==> config.mk <==
export PLATFORM = sky130hd
export DESIGN_NAME = force_ring_inject_arbiter
export DESIGN_NICKNAME = d
export VERILOG_FILES = /design/src/rtl/force_ring_inject_arbiter_pkg.sv /design/src/rtl/force_ring_inject_arbiter_rr_arbiter.sv /design/src/rtl/force_ring_inject_arbiter.sv
export SDC_FILE = /design/constraint.sdc
export NUM_CORES = 1
export LEC_CHECK = 0
export BUFFER_PORTS_ARGS = -buffer_cell sky130_fd_sc_hd__buf_2
export CAP_MARGIN = 25
export CORE_AREA = 2 2 102 104
export DETAILED_ROUTE_END_ITERATION = 6
export DIE_AREA = 0 0 104 106
export GPL_TIMING_DRIVEN = 1
export PLACE_DENSITY = 0.77
export REMOVE_ABC_BUFFERS = 1
export SLEW_MARGIN = 10
export SYNTH_ARGS = -nofsm -noshare
export SYNTH_HDL_FRONTEND = slang
export SYNTH_HIERARCHICAL = 1
export SYNTH_SLANG_ARGS = --single-unit
==> constraint.sdc <==
create_clock -name clk -period 4.4 [get_ports clk]
set_input_delay 0.66 -clock clk [delete_from_list [all_inputs] [get_ports clk]]
set_output_delay 0.66 -clock clk [all_outputs]
set_load 0.02 [all_outputs]
==> src/rtl/force_ring_inject_arbiter_pkg.sv <==
// Shared types and system defaults for the force-output-ring injection arbiter.
package force_ring_inject_arbiter_pkg;

   localparam int FRC_INJ_NUM_REQ      = 4;
   localparam int FRC_INJ_QUIET_CYCLES = 16;

   typedef struct packed {
      logic [7:0]  cid;
      logic [7:0]  parid;
      logic [31:0] force_val;
   } frc_pkt_t;

   localparam int FRC_PKT_STRUCT_WIDTH = $bits(frc_pkt_t);

   typedef enum logic [1:0] {
      INJ_IDLE   = 2'd0,
      INJ_ACTIVE = 2'd1,
      INJ_DRAIN  = 2'd2,
      INJ_DONE   = 2'd3
   } inj_state_t;

endpackage

==> src/rtl/force_ring_inject_arbiter_rr_arbiter.sv <==
// Combinational round-robin arbiter: one-hot grant to the first request at or after ptr.
module rr_arbiter #(
   parameter int N = 4,
   localparam int PW = (N > 1) ? $clog2(N) : 1
) (
   input  logic [N-1:0]  req,
   input  logic [PW-1:0] ptr,
   output logic [N-1:0]  grant,
   output logic [PW-1:0] grant_idx,
   output logic          any
);

   int  j;
   logic hit;

   // Scan from the pointer with wrap-around; the first hit claims the grant.
   always_comb begin
      grant     = {N{1'b0}};
      grant_idx = {PW{1'b0}};
      any       = 1'b0;
      j         = 0;
      hit       = 1'b0;
      for (int i = 0; i < N; i++) begin
         j         = int'(ptr) + i;
         j         = (j >= N) ? (j - N) : j;
         hit       = req[j] & ~any;
         grant[j]  = grant[j] | hit;
         grant_idx = hit ? PW'(j) : grant_idx;
         any       = any | hit;
      end
   end

endmodule

==> src/rtl/force_ring_inject_arbiter.sv <==
// Round-robin injection of PE force packets into one force-output-ring node, with phase FSM.
// Optional build macro FORCE_INJ_STATS_EN adds o_inj_count (packets injected this phase).
module force_ring_inject_arbiter
   import force_ring_inject_arbiter_pkg::*;
#(
   parameter int NUM_REQ            = FRC_INJ_NUM_REQ,
   parameter int DRAIN_QUIET_CYCLES = FRC_INJ_QUIET_CYCLES
) (
   input  logic                                    clk,
   input  logic                                    rst,
   input  logic                                    i_phase_start,
   input  logic [NUM_REQ-1:0]                      i_req_valid,
   input  logic [NUM_REQ*FRC_PKT_STRUCT_WIDTH-1:0] i_req_pkt,
   input  logic [NUM_REQ-1:0]                      i_req_done,
   output logic [NUM_REQ-1:0]                      o_req_ready,
   output logic [FRC_PKT_STRUCT_WIDTH-1:0]         o_inj_pkt,
   output logic                                    o_inj_valid,
   input  logic                                    i_ring_full,
   input  logic                                    i_ring_all_empty,
   output logic                                    o_busy,
   output logic                                    o_phase_done
`ifdef FORCE_INJ_STATS_EN
   ,
   output logic [31:0]                             o_inj_count
`endif
);

   localparam int W  = FRC_PKT_STRUCT_WIDTH;
   localparam int PW = $clog2(NUM_REQ);
   localparam int QW = $clog2(DRAIN_QUIET_CYCLES + 1);
   localparam logic [QW-1:0] QMAX = QW'(DRAIN_QUIET_CYCLES);

   localparam logic [1:0] S_IDLE   = INJ_IDLE;
   localparam logic [1:0] S_ACTIVE = INJ_ACTIVE;
   localparam logic [1:0] S_DRAIN  = INJ_DRAIN;
   localparam logic [1:0] S_DONE   = INJ_DONE;

   logic [1:0]         state_r, state_next;
   logic [PW-1:0]      ptr_r, ptr_next;
   logic [NUM_REQ-1:0] done_r;
   logic [QW-1:0]      quiet_r;
   logic [W-1:0]       inj_pkt_r;
   logic               inj_valid_r;
   logic               arb_en, start, xfer, quiet_cond;
   logic [NUM_REQ-1:0] arb_req, grant;
   logic [PW-1:0]      grant_idx;
   logic               grant_any;

   assign arb_en     = (state_r == S_ACTIVE) || (state_r == S_DRAIN);
   assign arb_req    = arb_en ? i_req_valid : {NUM_REQ{1'b0}};
   assign start      = (state_r == S_IDLE) & i_phase_start;
   assign xfer       = grant_any & ~i_ring_full;
   assign quiet_cond = i_ring_all_empty & ~inj_valid_r & ~(|i_req_valid);
   assign ptr_next   = (grant_idx == PW'(NUM_REQ - 1)) ? {PW{1'b0}} : (grant_idx + PW'(1));

   rr_arbiter #(.N(NUM_REQ)) u_rr_arbiter (
      .req       (arb_req),
      .ptr       (ptr_r),
      .grant     (grant),
      .grant_idx (grant_idx),
      .any       (grant_any)
   );

   // Ring full suppresses the grant; the packet already registered still goes out.
   assign o_req_ready  = grant & {NUM_REQ{~i_ring_full}};
   assign o_inj_pkt    = inj_pkt_r;
   assign o_inj_valid  = inj_valid_r;
   assign o_busy       = (state_r != S_IDLE);
   assign o_phase_done = (state_r == S_DONE);

   // Phase sequencing: wait for every PE's done flag, then for sustained ring quiescence.
   always_comb begin
      state_next = state_r;
      case (state_r)
         S_IDLE:   state_next = start ? S_ACTIVE : S_IDLE;
         S_ACTIVE: state_next = ((&done_r) && !(|i_req_valid)) ? S_DRAIN : S_ACTIVE;
         S_DRAIN:  state_next = (quiet_r == QMAX) ? S_DONE : S_DRAIN;
         S_DONE:   state_next = S_IDLE;
         default:  state_next = S_IDLE;
      endcase
   end

   // State, pointer, done flags, quiet counter and output register.
   always_ff @(posedge clk) begin
      if (rst) begin
         state_r     <= S_IDLE;
         ptr_r       <= {PW{1'b0}};
         done_r      <= {NUM_REQ{1'b0}};
         quiet_r     <= {QW{1'b0}};
         inj_pkt_r   <= {W{1'b0}};
         inj_valid_r <= 1'b0;
      end else begin
         state_r     <= state_next;
         ptr_r       <= xfer ? ptr_next : ptr_r;
         done_r      <= start ? {NUM_REQ{1'b0}} : (done_r | i_req_done);
         inj_valid_r <= xfer;
         inj_pkt_r   <= xfer ? i_req_pkt[grant_idx*W +: W] : inj_pkt_r;
         if (state_r != S_DRAIN || !quiet_cond) begin
            quiet_r <= {QW{1'b0}};
         end else if (quiet_r != QMAX) begin
            quiet_r <= quiet_r + QW'(1);
         end else begin
            quiet_r <= quiet_r;
         end
      end
   end

`ifdef FORCE_INJ_STATS_EN
   logic [31:0] inj_count_r;

   // Packets actually presented to the ring during the current phase.
   always_ff @(posedge clk) begin
      if (rst) begin
         inj_count_r <= 32'd0;
      end else if (start) begin
         inj_count_r <= 32'd0;
      end else if (inj_valid_r) begin
         inj_count_r <= inj_count_r + 32'd1;
      end else begin
         inj_count_r <= inj_count_r;
      end
   end

   assign o_inj_count = inj_count_r;
`endif

endmodule

==> results of run 1 <==
-- sequential cells by signal, summed over array words and instances (netlist names), named ones only --
signal       flops
o_inj_pkt       48
ptr_r            2
quiet_r          5
o_inj_valid      1
state_r          1
done_r           4
-- repair_timing --
item,in CTS,in global routing
gates resized for setup,1,6
pin swaps,0,5
buffers inserted,1,0
setup endpoints to repair,4,4
-- how the worst min path moves through the flow --
stage | startpoint | endpoint | slack (ns)
global placement | done_r[1]$_SDFF_PP0_ | done_r[1]$_SDFF_PP0_ | 0.45
finish | done_r[2]$_SDFF_PP0_ | done_r[2]$_SDFF_PP0_ | 0.48
CTS | done_r[3]$_SDFF_PP0_ | done_r[3]$_SDFF_PP0_ | 0.48
floorplan | done_r[0]$_SDFF_PP0_ | done_r[0]$_SDFF_PP0_ | 0.44
global route | o_inj_pkt[35]$_SDFFE_PP0P_ | o_inj_pkt[35]$_SDFFE_PP0P_ | 0.50
detailed placement | o_inj_pkt[32]$_SDFFE_PP0P_ | o_inj_pkt[32]$_SDFFE_PP0P_ | 0.46
-- power by group through the flow --
stage	combinational (W)	clock, W	sequential [W]
after floorplan	0.000895	0	0.000842
after global placement	0.00134	0	0.000719
after detailed placement	0.00137	0	0.000722
after CTS	0.00138	0.000656	0.000711
after global routing	0.00146	0.000681	0.000723
final	0.00136	0.000643	0.000712
-- Yosys cell counts (5+ instances only) --
cell type,instances
sky130_fd_sc_hd__dfxtp_1,62
sky130_fd_sc_hd__mux4_2,54
sky130_fd_sc_hd__a22o_1,48
sky130_fd_sc_hd__nor2_1,20
sky130_fd_sc_hd__clkbuf_1,17
sky130_fd_sc_hd__ha_1,12
sky130_fd_sc_hd__inv_1,12
sky130_fd_sc_hd__nand3_1,10
sky130_fd_sc_hd__buf_2,7
sky130_fd_sc_hd__a21oi_1,6
sky130_fd_sc_hd__nor2b_1,6
sky130_fd_sc_hd__nand2_1,5
-- stage by stage --
| step | setup TNS, ns | setup slack, ns | total power [W] | utilization | cell area [µm²] |
|---|---|---|---|---|---|
| 3_5_place_dp | 0 | 0.238 | 0.00210 | 0.541 | 5410 |
| 2_1_floorplan | -235.70 | -4.76 | 0.00174 | - | 3800 |
| 6_report | 0 | 0.164 | 0.00272 | 0.569 | 5690 |
| 5_1_grt | 0 | 0.0236 | 0.00287 | 0.569 | 5690 |
| 4_1_cts | 0 | 0.0480 | 0.00274 | 0.567 | 5670 |
| 3_3_place_gp | 0 | 0.342 | 0.00206 | 0.541 | 5410 |
-- kinds of logic after synthesis --
logic type / after synthesis / synth area share
AOI/OAI and AO/OA: 82 / 0.174
adders and majority gates: 12 / 0.0380
xor gates and xnor gates: 4 / 0.00888
DFF: 62 / 0.314
buffers and inverters: 44 / 0.0498
muxes: 61 / 0.328
and+or+nand+nor: 60 / 0.0875
-- layout make-up --
cell class / instances / area, µm²
diodes: 1 / 2.50
clock buffers: 9 / 124
clock inverters: 7 / 128
fillers: 897 / 4310
inverters: 12 / 45.0
multi-input cells: 219 / 2570
flip-flops and latches: 62 / 1250
well taps: 136 / 170
repair buffers: 267 / 1410
-- worst max-delay path, cell delays in order (launching register included) --
cell and delay (ns):
sky130_fd_sc_hd__dfxtp_4 0.36, sky130_fd_sc_hd__inv_1 0.14, sky130_fd_sc_hd__ha_4 0.23, sky130_fd_sc_hd__and2_2 0.22, sky130_fd_sc_hd__mux4_2 0.52, sky130_fd_sc_hd__mux2_4 0.37
sky130_fd_sc_hd__a221o_1 0.37, sky130_fd_sc_hd__mux4_2 0.49, sky130_fd_sc_hd__o221ai_2 0.11, sky130_fd_sc_hd__a32oi_1 0.14, sky130_fd_sc_hd__nor2b_1 0.14, sky130_fd_sc_hd__buf_2 0.15
-- layer usage --
metal,GRT usage,up-vias
met5,0,-
met4,0.0782,0
met3,0.0497,13
met2,0.410,170
met1,0.276,1899
li1,-,1812
==> results by stage, run 1 <==
Routing:
- For this block, the via count after detailed routing is 3894.
- The pre-antenna-repair detailed-routing pass consisted of 4 iterations.
- The post-detailed-route DRC marker count is 0.
- Dividing the detail-routed via count by the number of cells gives 5.46.
- Dividing the detail-routed wire length by the instance count gives ~18 µm.
- The number of nets with antenna violations after routing is 0.
- Detailed routing placed a total of between 6000 and 7000 µm of wire on met2.
- In this run, the number of DRC markers left after iteration 0 of detailed routing was approximately 190.
- The detailed router put a total of ~5000 µm of wire on met1.
- The routed design has 13000 µm of wire.
- The uppermost layer routed is met4.
- The total met3 wirelength after detailed routing is between 700 and 800 µm.

Setup path:
- Counting cells, the worst reg-to-reg path comes to 12.
- In this run the worst path has a maximum fanout of 8.
- Tracing the worst setup path back leads to its startpoint at state_r[0]$_SDFF_PP0_.
- The startpoint class of the critical path is a register.
- The endpoint of the most critical register-to-register path is o_inj_pkt[44]$_SDFFE_PP0P_.
- The end of the critical path is o_req_ready[2].
- The worst setup path category is reg -> out.
- The worst register-to-register path begins at state_r[0]$_SDFF_PP0_.
- The data arrival at the endpoint of the critical path is around 3.6 ns.
- The type of element capturing the critical path is an output port.
- In this run the register-to-register setup slack is slightly below 0.7 ns.
- The required time at the worst-slack endpoint is between 3 and 4 ns.

Synthesis:
- The number of synthesis warnings is 6.
- The portion of synthesized cell area occupied by the leading cell type is 0.314.
- Sorting the synthesized cells by area gives the leading types as sky130_fd_sc_hd__dfxtp_1, sky130_fd_sc_hd__mux4_2, sky130_fd_sc_hd__a22o_1.
- A synthesized cell averages around 12 µm².
- The number of unique standard cell types used by synthesis is 47.
- The summed instance area of the synthesized netlist is 3950 µm².
- The dominant cell type by area after synthesis is sky130_fd_sc_hd__dfxtp_1.
- The async set or reset register ratio after synthesis is 0.
- The count of state elements after synthesis is 62.
- The number of enable flip-flop cells after synthesis is 0.
- The share of the Yosys chip area taken by registers is 0.314.
- The count of mapped cells out of synthesis is 325.
- Among all flip-flop cells after synthesis, the most frequent one is sky130_fd_sc_hd__dfxtp_1.

STA:
- The final-report hold violation count is 0.
- The clock skew is 0.0121 ns.
- The final worst hold slack is 0.478 ns.
- The final number of max-transition violations is 0.
- The transition time at the pin with the least slew margin is about 0.6 ns.
- Setup repair after global routing left no endpoint under its margin.
- The minimum period implied by the final worst setup slack is 4.24 ns.
- Dividing the final minimum period by the clock period gives 0.963.
- The setup-violating endpoint count in the final report is 0.
- The maximum operating frequency is 0.236 GHz.
- The headroom to the max-slew limit is 0.611.

Pwr:
- The net load switching power is approximately 0.0010 W.
- The switching share of power is 0.366.
- The combinational cell fraction of total power is 0.502.
- For this design the ratio of total power to cell area is ~480 nW/µm².
- The sequential group share of total power is 0.262.
- IR analysis of the VDD net gives a maximum drop of about 0.37 mV.
- The share of total power dissipated in the clock network is 0.236.
- Internal power comes to 0.00172 W.
- For this design the static power due to leakage is approximately 2.6 nW.

Global routing:
- The first global-routing pass estimated 19900 µm of wire.
- The overall track demand over capacity in global routing is 0.230.
- The total overflow left after global routing is 0.
- The via count of the first global-routing pass is 3799.
- The number of antenna violations at the first check in global routing was 1.
- The maximum number of pins on one net before global-route repair is 51.

Floorplanning:
- The floorplan step defined a die boundary enclosing about 11000 µm².
- In this run the standard cell core region covers ~10000 µm².
- For this configuration, the core starts out at a cell density of 0.395.
- The die height is 106 µm.
- The top-level port count is 260.
- In this run the core area contains 37 standard-cell rows.
- Measured along the x axis, the die boundary spans between 100 and 150 µm.

Clocking:
- Buffers inserted to repair hold after CTS numbered 0.
- In this run, CTS created clock tree buffers numbering 9.
- CTS placed an instance of sky130_fd_sc_hd__clkbuf_8 at the clock tree root.
- The sink count of the clock tree is just over 60.
- For the worst-skew pair, the clock arrives at the later sink with an insertion delay of between 0.3 and 0.4 ns.
- The total number of H-tree levels is 3.
- The buffer levels on the longest clock path is 2.
- After clock tree synthesis, the clock-pin slew on the worst setup and hold paths is around 0.07 ns.
- TritonCTS built the clock tree.

Min path:
- In this run the worst hold path is classified as reg -> reg.
- The depth of the worst hold-timing path is 1.

Finish:
- The synthesis-to-layout area growth is 44.2%.
- The library cell used most frequently in the layout, excluding fill and tap cells, is sky130_fd_sc_hd__buf_2.
- Of the cells placed in the final design, the portion with a size suffix greater than 1 is 0.616.
- The non-filler instance count after layout is 713.
- Leaving out fill and tap cells, the most frequent cells in the layout are sky130_fd_sc_hd__buf_2, sky130_fd_sc_hd__dfxtp_1, sky130_fd_sc_hd__mux4_2.
- At the end of the flow, the number of nets in the layout was ~790.

Place:
- Input and output buffers added on the ports amount to approximately 260.
- The final HPWL from detailed placement is around 10000 µm.
- The number of placed instances, taps included is 695.
- At the end of routability-driven placement, the weighted congestion stood at a little over 0.9.

Job:
- Across the run, the number of max-cap violations was 0.

Outcome:
- The run finished with clean final reports.
(Power assumes the default switching activity.)
==> run 2: changes to the inputs <==
- clock period: 4.4 -> 4.3 ns (I/O delays scaled with it)
==> run 2 against run 1 <==
Count of clock-buffer cells in the layout stayed put. Global-route usage up 0.39 points. First-iteration DRC count is 5.2% higher. Clock power decreased by 8.1%. Die area unchanged. Power up 0.82%.
==> results by stage, run 2 (synthesis gave the netlist of run 1 again) <==
Outcome:
- Result of the run: finished, final reports clean (unchanged).

Pwr:
- The largest voltage drop on the vdd net is 0.431 mV (was 0.372 mV).
- The cell internal power dissipation was 0.00171 W (was 0.00172 W).
- The static leakage power is 2.61 nW (was 2.60 nW).
- The net load switching power is 0.00103 W (was 0.000996 W).
- The proportion of power drawn by the clock network is 0.216 (was 0.236).
- The overall power was 0.00274 W (was 0.00272 W).
- The switching share of power is 0.375 (was 0.366).
- The sequential group share of total power is 0.266 (was 0.262).
- The combinational cell fraction of total power is 0.518 (was 0.502).
- The total power divided by cell area came to 481 nW/µm² (was 478 nW/µm²).

Setup path:
- The maximum net fanout on the critical path came to 6 (was 8).
- The data arrival at the endpoint of the critical path was 3.54 ns (was 3.58 ns).
- The startpoint class of the critical path is a register (unchanged).
- The type of element capturing the critical path is an output port (unchanged).
- The required time at the worst-slack endpoint is 3.65 ns (was 3.74 ns).
- The worst setup path category is reg -> out (unchanged).

Global routing:
- The overall track demand over capacity in global routing is 0.234 (was 0.230).
- The global-route wire length before repair was 20300 µm (was 19900 µm).
- The maximum number of pins on one net before global-route repair is 51 (unchanged).
- The total global routing overflow is 0 (unchanged).
- The via count of the first global-routing pass is 3981 (was 3799).
- The number of antenna violations at the first check in global routing is 0 (was 1).

Place:
- The number of placed instances, taps included was 697 (was 695).
- The routability-driven placement congestion ratio came to 0.937 (was 0.913).
- The instance area at placement is 5420 µm² (was 5410 µm²).
- The quantity of I/O buffers inserted on ports is 259 (unchanged).
- The final HPWL from detailed placement is 10600 µm (was 10300 µm).

Clocking:
- The worst-skew pair later-pin latency came to 0.34 ns (about the same).
- The number of hold-repair buffers added at the cts stage came to 0 (unchanged).
- The TritonCTS buffer count is 9 (unchanged).
- The register clock-pin slew on the reported worst setup and hold paths is 0.07 ns (about the same).
- The clock root buffer master is sky130_fd_sc_hd__clkbuf_8 (unchanged).
- The total number of H-tree levels is 3 (unchanged).
- The sink count of the clock tree came to 62 (unchanged).
- The buffer levels on the longest clock path is 2 (unchanged).
- The TritonCTS clock tree was built (unchanged).

STA:
- The final-report hold violation count came to 0 (unchanged).
- The period utilization is 0.974.
- The setup-violating endpoint count in the final report is 0 (unchanged).
- The maximum operating frequency is ~0.24 GHz.
- The headroom to the max-slew limit was 0.609 (was 0.611).
- The clock skew came to 0.0115 ns (was 0.0121 ns).
- The final sum of negative setup slack is 0 ns (unchanged).
- The final worst hold slack is 0.476 ns (was 0.478 ns).
- The transition time at the pin with the least slew margin came to 0.578 ns (was 0.583 ns).
- The final number of max-transition violations is 0 (unchanged).
- RSZ-0062 raised after global routing: false (unchanged).
- The minimum period implied by the final worst setup slack is 4.19 ns.

Finish:
- The final net count is 792 (was 788).
- The final instance area is 5700 µm² (was 5690 µm²).
- The non-filler instance count after layout was 716 (was 713).
- Most frequent cells in the layout: sky130_fd_sc_hd__buf_2, sky130_fd_sc_hd__dfxtp_1, sky130_fd_sc_hd__mux4_2 (unchanged).
- The layout cell share with drive strength beyond 1 was 0.622 (was 0.616).
- The flip-flop count of the largest register after layout is 48 (unchanged).
- The synthesis-to-layout area growth is 44.3% (was 44.2%).
- The most common cell after layout, fill and taps aside was sky130_fd_sc_hd__buf_2 (unchanged).
- The number of diodes added for antenna fixing was 0 (was 1).

Routing:
- The initial detailed-routing violation count is 204 (was 194).
- The number of search-and-repair iterations in the first detailed-routing pass is 6 (was 4).
- The routed via count is 3964 (was 3894).
- The number of nets with antenna violations after routing is 0 (unchanged).
- The via-per-instance ratio is 5.54 (was 5.46).
- The post-detailed-route DRC marker count is 0 (unchanged).
- The routed wirelength normalized by instance count came to 18.7 µm (was 18.3 µm).
- The total detailed-routing wirelength is 13400 µm (was 13000 µm).

Floorplanning:
- The number of placement rows is 37 (unchanged).
- The top-level port count is 260 (unchanged).
- The core region area came to 10000 µm² (unchanged).
- The starting density of the core was 0.395 (unchanged).
- The die height is 106 µm (unchanged).
- The area enclosed by the die boundary is 11000 µm² (unchanged).
- The overall die width is 104 µm (unchanged).

Job:
- The max-cap check violation count is 0 (unchanged).

Min path:
- The path type of the worst min-delay path is reg -> reg (unchanged).
-- run 2: power groups by stage --
stage               logic [W]  clock network (W)  registers (W)
CTS                   0.00142           0.000606       0.000728
finish                0.00142           0.000591       0.000729
global route          0.00151           0.000629       0.000740
global placement      0.00138                  0       0.000735
floorplan            0.000915                  0       0.000861
detailed placement    0.00141                  0       0.000741
-- run 2: layer usage --
metal | part of all wire | routed length (µm) | global-route usage
met4 | 0.013 | 173 | 0.0685
met2 | 0.54 | 7200 | 0.428
met5 | 0 | 0 | 0
met3 | 0.067 | 897 | 0.0540
met1 | 0.38 | 5090 | 0.273
-- run 2: path summary, 6_finish.rpt --
check,end,cells past startpoint,start,slack (ns)
max reg2reg,o_inj_pkt[5]$_SDFFE_PP0P_,12,register,0.62
min reg2reg,done_r[2]$_SDFF_PP0_,1,done_r[2]$_SDFF_PP0_,0.48
min,done_r[2]$_SDFF_PP0_,1,done_r[2]$_SDFF_PP0_,0.48
max,o_req_ready[0],11,register,0.11
-- run 2: area by class of cell --
type                            count  area [µm²]
Tap cell                          136         170
Fill cell                         902        4300
Clock buffer                        9         124
Multi-Input combinational cell    219        2570
Timing Repair Buffer              271        1440
Inverter                           12        45.0
Sequential cell                    62        1240
Clock inverter                      7         105
-- run 2: worst max-delay path, cell delays in order, from the launching register on --
cell and delay [ns]:
sky130_fd_sc_hd__dfxtp_2 0.34, sky130_fd_sc_hd__inv_2 0.09, sky130_fd_sc_hd__ha_4 0.21, sky130_fd_sc_hd__and2_2 0.23, sky130_fd_sc_hd__mux4_2 0.51, sky130_fd_sc_hd__mux2_4 0.35, sky130_fd_sc_hd__a221o_1 0.39, sky130_fd_sc_hd__mux4_2 0.49
sky130_fd_sc_hd__o221ai_2 0.12, sky130_fd_sc_hd__a32oi_1 0.16, sky130_fd_sc_hd__nor2b_1 0.16, sky130_fd_sc_hd__buf_2 0.15
-- run 2: timing repair --
action                                  in CTS  in global routing
endpoints found under the setup margin       4                  4
pin swaps                                    1                  3
setup buffers                                3                  0
hold endpoints to repair                     0                  0
resized for setup                            4                  4
-- run 2: through the flow --
stage	setup slack, ns	util
after floorplan	-4.86	-
after global placement	0.416	0.542
after detailed placement	0.253	0.542
after CTS	0.0140	0.568
after global routing	0.00616	0.570
final	0.112	0.570
